<file path="config.mk">
export PLATFORM = sky130hd
export DESIGN_NAME = fft_input_reorder_6
export DESIGN_NICKNAME = d
export VERILOG_FILES = /design/src/rtl/fft_pkg.sv /design/src/rtl/fft_frame_bank.sv /design/src/rtl/fft_input_reorder_6.sv
export SDC_FILE = /design/constraint.sdc
export NUM_CORES = 2
export LEC_CHECK = 0
export ABC_CLOCK_PERIOD_IN_PS = 2800
export BUFFER_PORTS_ARGS = -buffer_cell sky130_fd_sc_hd__buf_2
export CAP_MARGIN = 15
export CORE_MARGIN = 8
export CORE_UTILIZATION = 35
export DETAILED_ROUTE_END_ITERATION = 16
export SYNTH_ARGS = -nofsm -noshare
export SYNTH_HDL_FRONTEND = slang
export SYNTH_SLANG_ARGS = --single-unit
</file>
<file path="constraint.sdc">
create_clock -name clk -period 2.8 [get_ports clk]
set_input_delay 0.14 -clock clk [delete_from_list [all_inputs] [get_ports clk]]
set_output_delay 0.14 -clock clk [all_outputs]
set_load 0.1 [all_outputs]
</file>
<file path="src/rtl/fft_pkg.sv">
// rtl/fft_pkg.sv - shared constants, bank-state encoding and bit-reversal helper for the FFT front end
package fft_pkg;

  localparam int DATA_W = 12;
  localparam int LOG2_N = 6;
  localparam int N      = 1 << LOG2_N;

  // Life cycle of one ping-pong bank: filled in natural order, drained in bit-reversed order
  typedef enum logic [1:0] {
    BANK_EMPTY    = 2'd0,
    BANK_FILLING  = 2'd1,
    BANK_FULL     = 2'd2,
    BANK_DRAINING = 2'd3
  } bank_state_t;

  // Mirror the LOG2_N address bits: bit i of the result is bit LOG2_N-1-i of idx
  function automatic logic [LOG2_N-1:0] bitrev(input logic [LOG2_N-1:0] idx);
    logic [LOG2_N-1:0] rev;
    for (int i = 0; i < LOG2_N; i++) begin
      rev[i] = idx[LOG2_N-1-i];
    end
    return rev;
  endfunction

endpackage

</file>
<file path="src/rtl/fft_frame_bank.sv">
// rtl/fft_frame_bank.sv - one frame of complex samples, synchronous write and asynchronous read
module fft_frame_bank #(
  parameter int WORD_W = 24,
  parameter int ADDR_W = 6
) (
  input  logic              clk,
  input  logic              i_wr_en,
  input  logic [ADDR_W-1:0] i_wr_addr,
  input  logic [WORD_W-1:0] i_wr_data,
  input  logic [ADDR_W-1:0] i_rd_addr,
  output logic [WORD_W-1:0] o_rd_data
);

  // Contents need no reset: a bank is only read after a complete frame has been written into it
  logic [WORD_W-1:0] r_mem [1 << ADDR_W];

  // Store one sample per accepted input at its natural position
  always_ff @(posedge clk) begin
    if (i_wr_en) begin
      r_mem[i_wr_addr] <= i_wr_data;
    end
  end

  assign o_rd_data = r_mem[i_rd_addr];

endmodule

</file>
<file path="src/rtl/fft_input_reorder_6.sv">
// rtl/fft_input_reorder_6.sv - ping-pong bit-reversal reorder buffer ahead of the 64-point FFT
module fft_input_reorder_6 #(
  parameter int DATA_W = fft_pkg::DATA_W,
  parameter int LOG2_N = fft_pkg::LOG2_N
) (
  input  logic              clk,
  input  logic              rst_n,
  input  logic              in_valid,
  output logic              in_ready,
  input  logic [DATA_W-1:0] in_real,
  input  logic [DATA_W-1:0] in_img,
  output logic              out_valid,
  input  logic              out_ready,
  output logic [DATA_W-1:0] out_real,
  output logic [DATA_W-1:0] out_img,
  output logic [LOG2_N-1:0] out_index,
  output logic              out_last
);

  import fft_pkg::*;

  localparam int                WORD_W   = 2 * DATA_W;
  localparam logic [LOG2_N-1:0] CNT_LAST = '1;

  bank_state_t       r_state0;
  bank_state_t       r_state1;
  bank_state_t       w_state0_nxt;
  bank_state_t       w_state1_nxt;
  bank_state_t       w_wr_state;
  bank_state_t       w_rd_state;
  logic              r_wr_bank;
  logic              r_rd_bank;
  logic [LOG2_N-1:0] r_wr_cnt;
  logic [LOG2_N-1:0] r_rd_cnt;

  logic              r_out_valid;
  logic [DATA_W-1:0] r_out_real;
  logic [DATA_W-1:0] r_out_img;
  logic [LOG2_N-1:0] r_out_index;
  logic              r_out_last;

  logic              w_in_ready;
  logic              w_wr_fire;
  logic              w_wr_last;
  logic              w_rd_avail;
  logic              w_load;
  logic              w_rd_last;
  logic [LOG2_N-1:0] w_rd_addr;
  logic [WORD_W-1:0] w_rd_data0;
  logic [WORD_W-1:0] w_rd_data1;
  logic [WORD_W-1:0] w_rd_word;

  assign w_wr_state = r_wr_bank ? r_state1 : r_state0;
  assign w_rd_state = r_rd_bank ? r_state1 : r_state0;

  // The write bank accepts until its frame is complete; a full or draining bank blocks input
  assign w_in_ready = (w_wr_state == BANK_EMPTY) || (w_wr_state == BANK_FILLING);
  assign w_wr_fire  = in_valid && w_in_ready;
  assign w_wr_last  = (r_wr_cnt == CNT_LAST);

  // A bank is readable only once its whole frame is present, so read and write never alias.
  // The output register is refilled when empty or when its current sample is being taken.
  assign w_rd_avail = (w_rd_state == BANK_FULL) || (w_rd_state == BANK_DRAINING);
  assign w_load     = w_rd_avail && (!r_out_valid || out_ready);
  assign w_rd_last  = (r_rd_cnt == CNT_LAST);
  assign w_rd_addr  = bitrev(r_rd_cnt);
  assign w_rd_word  = r_rd_bank ? w_rd_data1 : w_rd_data0;

  fft_frame_bank #(
    .WORD_W (WORD_W),
    .ADDR_W (LOG2_N)
  ) u_bank0 (
    .clk       (clk),
    .i_wr_en   (w_wr_fire && !r_wr_bank),
    .i_wr_addr (r_wr_cnt),
    .i_wr_data ({in_real, in_img}),
    .i_rd_addr (w_rd_addr),
    .o_rd_data (w_rd_data0)
  );

  fft_frame_bank #(
    .WORD_W (WORD_W),
    .ADDR_W (LOG2_N)
  ) u_bank1 (
    .clk       (clk),
    .i_wr_en   (w_wr_fire && r_wr_bank),
    .i_wr_addr (r_wr_cnt),
    .i_wr_data ({in_real, in_img}),
    .i_rd_addr (w_rd_addr),
    .o_rd_data (w_rd_data1)
  );

  // Next bank states: writes move EMPTY/FILLING forward, reads move FULL/DRAINING forward.
  // A bank is released as soon as its last sample moves into the output register, so the
  // upstream can start the next frame without a bubble even while that sample waits.
  always_comb begin
    w_state0_nxt = r_state0;
    w_state1_nxt = r_state1;
    if (w_wr_fire && !r_wr_bank) begin
      w_state0_nxt = w_wr_last ? BANK_FULL : BANK_FILLING;
    end
    if (w_wr_fire && r_wr_bank) begin
      w_state1_nxt = w_wr_last ? BANK_FULL : BANK_FILLING;
    end
    if (w_load && !r_rd_bank) begin
      w_state0_nxt = w_rd_last ? BANK_EMPTY : BANK_DRAINING;
    end
    if (w_load && r_rd_bank) begin
      w_state1_nxt = w_rd_last ? BANK_EMPTY : BANK_DRAINING;
    end
  end

  // Bank state registers
  always_ff @(posedge clk or negedge rst_n) begin
    if (!rst_n) begin
      r_state0 <= BANK_EMPTY;
      r_state1 <= BANK_EMPTY;
    end else begin
      r_state0 <= w_state0_nxt;
      r_state1 <= w_state1_nxt;
    end
  end

  // Write position and write bank selection; the bank flips on the last sample of a frame
  always_ff @(posedge clk or negedge rst_n) begin
    if (!rst_n) begin
      r_wr_cnt  <= '0;
      r_wr_bank <= 1'b0;
    end else if (w_wr_fire) begin
      r_wr_cnt <= r_wr_cnt + 1'b1;
      if (w_wr_last) begin
        r_wr_bank <= ~r_wr_bank;
      end
    end
  end

  // Read position and read bank selection; the bank flips after fetching output position N-1
  always_ff @(posedge clk or negedge rst_n) begin
    if (!rst_n) begin
      r_rd_cnt  <= '0;
      r_rd_bank <= 1'b0;
    end else if (w_load) begin
      r_rd_cnt <= r_rd_cnt + 1'b1;
      if (w_rd_last) begin
        r_rd_bank <= ~r_rd_bank;
      end
    end
  end

  // Output register: loads a fresh sample when allowed, otherwise holds while stalled
  always_ff @(posedge clk or negedge rst_n) begin
    if (!rst_n) begin
      r_out_valid <= 1'b0;
      r_out_real  <= '0;
      r_out_img   <= '0;
      r_out_index <= '0;
      r_out_last  <= 1'b0;
    end else if (w_load) begin
      r_out_valid <= 1'b1;
      r_out_real  <= w_rd_word[WORD_W-1:DATA_W];
      r_out_img   <= w_rd_word[DATA_W-1:0];
      r_out_index <= r_rd_cnt;
      r_out_last  <= w_rd_last;
    end else if (out_ready) begin
      r_out_valid <= 1'b0;
    end
  end

  assign in_ready  = w_in_ready;
  assign out_valid = r_out_valid;
  assign out_real  = r_out_real;
  assign out_img   = r_out_img;
  assign out_index = r_out_index;
  assign out_last  = r_out_last;

endmodule

</file>
# [After elaboration in Yosys (flattened, before gate mapping)]
# Memory sizes are Yosys's and may differ from the RTL's.
# Cells that the tools add are included.
# W data, S select, Z words.
[classes] addsub=2 n_mul=0 n_div=0 magnitude_cmp=0 eq_ne=5 n_shift=0 n_mux=15 bitwise=2 reduce_logical=18
[op_table] op="$mux W24" count=1
[op_table] op="$mux W2" count=8
[op_table] op="$add A6 B1 Y6 const B" count=2
[op_table] op="$eq A6 B6 Y1 const B" count=2
[op_table] op="$logic_and A1 B1 Y1" count=6
[op_table] op="$mux W1" count=6
[op_table] op="$reduce_bool A2 Y1" count=3
[op_table] op="$eq A2 B2 Y1 const B" count=2
[op_table] op="$reduce_and A2 Y1" count=2
[op_table] op="$logic_not A1 Y1" count=3
[op_table] op="$logic_or A1 B1 Y1" count=3
[op_table] op="$eq A2 B1 Y1 const B" count=1
[op_table] op="$logic_not A2 Y1" count=1
[op_table] op="$not A1 Y1" count=2
[word_totals] ff_bits=50 latchBits=0 ramBits=3072 romBits=0 inputBits=28 output_inout_bits=33 elab_cells=55 mem_count=2
[mem_list] name="u_bank0.r_mem" depth=64 word_bits=24 read_ports=1 rd_ports_with_merged_regs=0 wr=1 line_no="fft_frame_bank.sv:15" source="logic [WORD_W-1:0] r_mem [1 << ADDR_W];"
[mem_list] name="u_bank1.r_mem" depth=64 word_bits=24 read_ports=1 rd_ports_with_merged_regs=0 wr=1 line_no="fft_frame_bank.sv:15"

# [Logic depth before layout (Yosys ltp)]
[logic_depth] ltp_word=7 depth_mapped=13 depth_no_buf=6

# [By module]
# From an unflattened synthesis, not the netlist that was laid out.
[unflattened] cells_unflattened=5337 area_unflattened_um2=119764.9
[by_module_without_submodules] mod="fft_frame_bank" instances=2 cells_per_inst=2586 area_each_um2=58815.2 seq_area_each_um2=46124.2
[by_module_without_submodules] mod="fft_input_reorder_6" instances=1 cells_per_inst=165 area_each_um2=2134.5 seq_area_each_um2=1201.2

# [Worst setup path before layout]
# Ideal clock, no wire load.
[synth_timing] kind="register to register" start="register r_wr_cnt[2]" end="memory u_bank0.r_mem[50][0], enable pin" setup_ns=0.405 arrival_ns=2.429 required_ns=2.395 setup_slack_ns=-0.034 path_stages_with_launch=6 n_path_buf=3 period_less_slack_ns=2.834 path_cell_list="dfrtp_1 -> clkbuf_1 -> or3b_2 -> clkbuf_1 -> clkbuf_1 -> nor2_1"
[synth_rtl] item="start: declaration" line_no="fft_input_reorder_6.sv:33" source="logic [LOG2_N-1:0] r_wr_cnt;"
[synth_rtl] item="start signal: assignment" line_no="fft_input_reorder_6.sv:130" source="r_wr_cnt <= r_wr_cnt + 1'b1;"
[synth_rtl] item="end: declaration" line_no="fft_frame_bank.sv:15"
# Straight into the memory's write port.

# [Worst setup path after layout]
[layout_timing] start="register r_rd_cnt[5]" end="register r_out_real[2] (netlist: out_real[2])"
[layout_between] elab_chain_cells=2 word_cells_on_any_way=3 classes_between="mux (1); memory (2)"
[layout_lines] item="start: declaration" line_no="fft_input_reorder_6.sv:34" source="logic [LOG2_N-1:0] r_rd_cnt;"
[layout_lines] item="start signal: assignment" line_no="fft_input_reorder_6.sv:143" source="r_rd_cnt <= r_rd_cnt + 1'b1;"
[layout_lines] item="$mem_v2 Z64 W24"
[layout_lines] item="$mux W24 (*)" line_no="fft_input_reorder_6.sv:67" source="assign w_rd_word = r_rd_bank ? w_rd_data1 : w_rd_data0;"
[layout_lines] item="end signal: assignment" line_no="fft_input_reorder_6.sv:160" source="r_out_real <= w_rd_word[WORD_W-1:DATA_W];"
[layout_lines] item="end: declaration" line_no="fft_input_reorder_6.sv:37" source="logic [DATA_W-1:0] r_out_real;"
# Mark *: on every way between the ends. The rest lies on a longest branch, timed or not.
# A chain may end at the register's enable or synchronous reset.

==> key figures <==
Outcome
  • Outcome: complete, but fails checks
  • Failing checks: negative setup slack

Die
  • DIE AREA: 0.3619 mm2
  • Die H: 601.6 um
  • Initial Utilization: 0.3508
  • Chip Width: 601.6 um
  • # rows: 215
  • IO Count: 61
  • Core ar.: 0.3422 mm2

Synthesis
  • Post-synth top area share: 0.7686
  • Largest cells by area after synthesis: edfxtp_1 77%, mux4_2 11%, mux2i_1 4.4%
  • YS warnings: 0
  • Top FF cell, synth: edfxtp_1
  • Post-synth ARST share: 0.01538
  • Distinct cells, synth: 58
  • Mean post-synth cell area: 21.63 um2
  • Post-synth top area cell: edfxtp_1
  • Cell count after synthesis: 5549
  • Mapped Area: 0.1200 mm2
  • Post-synth EDFFs: 3072
  • Seq cells post-synth: 3120
  • Register area share after synthesis: 0.7786
  • Synthesized Nets: 5579

STA
  • Slew Limit Fails: 0
  • Setup tns final: -2.596 ns
  • Final setup violation count: 24
  • Final Critical Period: between 3 and 4 ns
  • Actual slew at the worst max-slew pin: 1.194 ns
  • Post-route worst setup slack: -0.2260 ns
  • Setup Skew: 0.05976 ns
  • Fmax: about 330 MHz
  • RSZ-0062 raised after global routing: yes
  • Ratio of final minimum period to clock period: 1.081
  • Worst relative slew slack: 0.2040
  • Final hold violations: 0

Routing
  • Antenna violation net count after detailed routing: 0
  • Routed vias: 62080
  • Final wirelength: 349.4 mm
  • DR vias/cell: about 5.5
  • Starting DRC count in detailed routing: 7462
  • DR DRC count: 0
  • Initial DRT Pass Iterations: 6
  • Drt wl/cell: between 30 and 40 um

Critical path
  • Reg2reg path depth: 11
  • Crit path cell chain: buf_12, buf_16, buf_16, buf_12, buf_12, buf_12, mux4_2, a22oi_2, a21oi_2, a22o_1, or4_1
  • Crit. End Element: flop
  • Slowest CP cell: mux4_2
  • Worst flop-to-flop path endpoint: out_real[2]
  • Critical path data required time: 3.57 ns
  • Critical R2R Launch: r_rd_cnt[5]
  • Worst path most repeated cell: buf_12
  • WP depth: 11
  • Bufs and invs on worst path: 6
  • Cell family with most CP delay: buffers and inverters
  • Flop2flop setup slack: -0.23 ns
  • Critical Path Start: r_rd_cnt[5]
  • Crit path largest cell delay: 0.51 ns
  • CP arrival: ~3.8 ns
  • Critical path launch point type: flop
  • CP endpoint: out_real[2]
  • Kind of critical path: flop to flop
  • Max FO, Critical Path: 6

Power
  • Pwr Density: between 700 and 800 mW/mm2
  • VDD IR max: 0.0005906 V
  • Reg power frac: 0.504
  • Comb power frac: 0.091
  • Part of the total power dissipated in the clock network: 0.404
  • P_sw: 26.09 mW
  • Net Sw Frac: 0.2472
  • Pint: 79.44 mW
  • Lkg Pwr: between 40 and 50 nW

Run
  • Max_cap viols: 0

Global routing
  • GR Overflow Total: 0
  • Largest net degree at the start of global routing: about 130
  • Gr usage total: 0.1867
  • First-pass GRT wire length: 487.3 mm
  • Met3 usage: 0.03282
  • Vias in the first global route: 62760
  • M1 GR Usage: 0.2484
  • Initial antenna violation count: 20
  • Met2 Use GR: 0.3021
  • Top Usage Layer GRT: met2

Cells and area
  • # fillers: slightly below 30000
  • Most common cell after layout, fill and taps aside: edfxtp_1
  • Nets: 6522
  • Area delta synth->final: 22.53%
  • Final non-filler cell total: between 10000 and 15000
  • Most frequent cells in the layout: 3072 x edfxtp_1, 591 x mux4_2, 544 x buf_4
  • Layout cells sized above 1: 0.3383

Placed design
  • # port buffers: 60
  • Post-DP HPWL: 214.0 mm
  • GP Congestion: 0.8640
  • Dpl cells: 10620

Min path
  • Hold Path Depth: 1
  • Worst Hold Class: input port to flop

Clock tree
  • Clock buffer count from CTS: 326
  • Worst skew pair latency: about 0.9 ns
  • H-tree depth reported by CTS: 5
  • Root Driver: clkbuf_16
  • Clock buffer depth: 4
  • CTS Sinks: between 3000 and 4000
  • TritonCTS clock tree: yes
  • Clock transition at path regs: 0.06 ns
-- through the flow --
stage	power (mW)	utilization	hold WS (ns)	cell area [um2]	worst slack [ns]
after floorplan	57.27	-	-0.1556	120000	-0.03431
after global placement	63.06	0.3904	0.3730	133600	-0.7891
after detailed placement	63.21	0.3905	0.3819	133600	-0.7145
after CTS	106.0	0.4272	0.01430	146200	-0.2231
after global routing	108.2	0.4297	0.06727	147000	-0.2646
final	105.5	0.4298	0.08330	147100	-0.2260
-- per-layer routing --
metal	vias to the layer above	routed length, um
met3	579	27810
met2	2847	166100
met4	2	16720
met5	-	7
met1	33320	138800
li1	25330	-
-- cell usage after synthesis, types with 6 or more instances --
cell / count
buf_1: 12
nor2_1: 153
nand2_1: 132
a22oi_1: 106
o211ai_1: 6
nand4_1: 12
mux2_2: 8
nand3_1: 35
dfrtp_1: 48
nand2b_1: 7
mux4_2: 588
o22ai_1: 61
a32oi_1: 9
a22o_1: 27
mux4_1: 7
a221oi_1: 22
edfxtp_1: 3072
o221ai_1: 51
a211oi_1: 49
buf_6: 31
a31oi_1: 23
a2111oi_0: 26
nor2b_1: 21
and2_1: 9
clkbuf_1: 83
a21oi_1: 93
o21ai_0: 64
buf_4: 71
buf_2: 116
nor3_1: 6
xnor2_1: 9
and3_1: 6
mux2i_1: 530
-- power by group through the flow --
stage | Sequential (mW) | Combinational [mW] | Clock, mW
final | 53.2 | 9.65 | 42.7
after global routing | 53.2 | 9.90 | 45.1
after CTS | 53.2 | 9.44 | 43.3
after detailed placement | 54.2 | 9.02 | 0
after global placement | 54.2 | 8.91 | 0
after floorplan | 54.8 | 2.47 | 0
-- cells by family after synthesis --
logic type      share of synthesized area
compound gates                    0.03304
xor+xnor                        0.0007298
fa+ha+maj                       0.0002085
buf+inv                           0.01582
flops                              0.7786
mux                                0.1568
simple gates                      0.01478
-- worst min-delay path by stage --
stage               from                    to  slack, ns
3_5_place_dp       rst_n          out_index[0]       0.38
5_1_grt        in_img[7]  u_bank1.r_mem[57][7]       0.07
3_3_place_gp       rst_n           out_real[8]       0.37
4_1_cts        in_img[7]  u_bank1.r_mem[57][7]       0.01
6_report       in_img[7]  u_bank0.r_mem[54][7]       0.08
2_1_floorplan      rst_n            out_img[0]      -0.16
-- sequential cells by signal, summed over array words and instances, names as in the netlist --
name	count
r_rd_cnt	6
out_img	12
out_last	1
u_bank0.r_mem	1536
r_rd_bank	1
r_wr_bank	1
r_wr_cnt	6
r_state0	1
out_valid	1
out_real	12
out_index	6
u_bank1.r_mem	1536
r_state1	1
-- area by class of cell --
type	count	area, um2	area share
Inverter	2	15.01	0.0001021
Clock inverter	190	1976	0.01343
Antenna cell	7	17.52	0.0001191
Sequential cell	3120	93470	0.6356
Clock buffer	401	8522	0.05795
Tap cell	4557	5702	0.03877
Multi-Input combinational cell	2108	26370	0.1793
Timing Repair Buffer	934	10990	0.07473
-- timing repair --
item                                     CTS  global route
endpoints found under the hold margin   1778             0
endpoints found under the setup margin    24            24
buffers inserted                          38            37
pin swaps                                 49            59
cloned                                    10             0
gates resized for setup                  253           106
hold buffers                              26             0
Note: power is estimated with default switching activity, not from simulation.
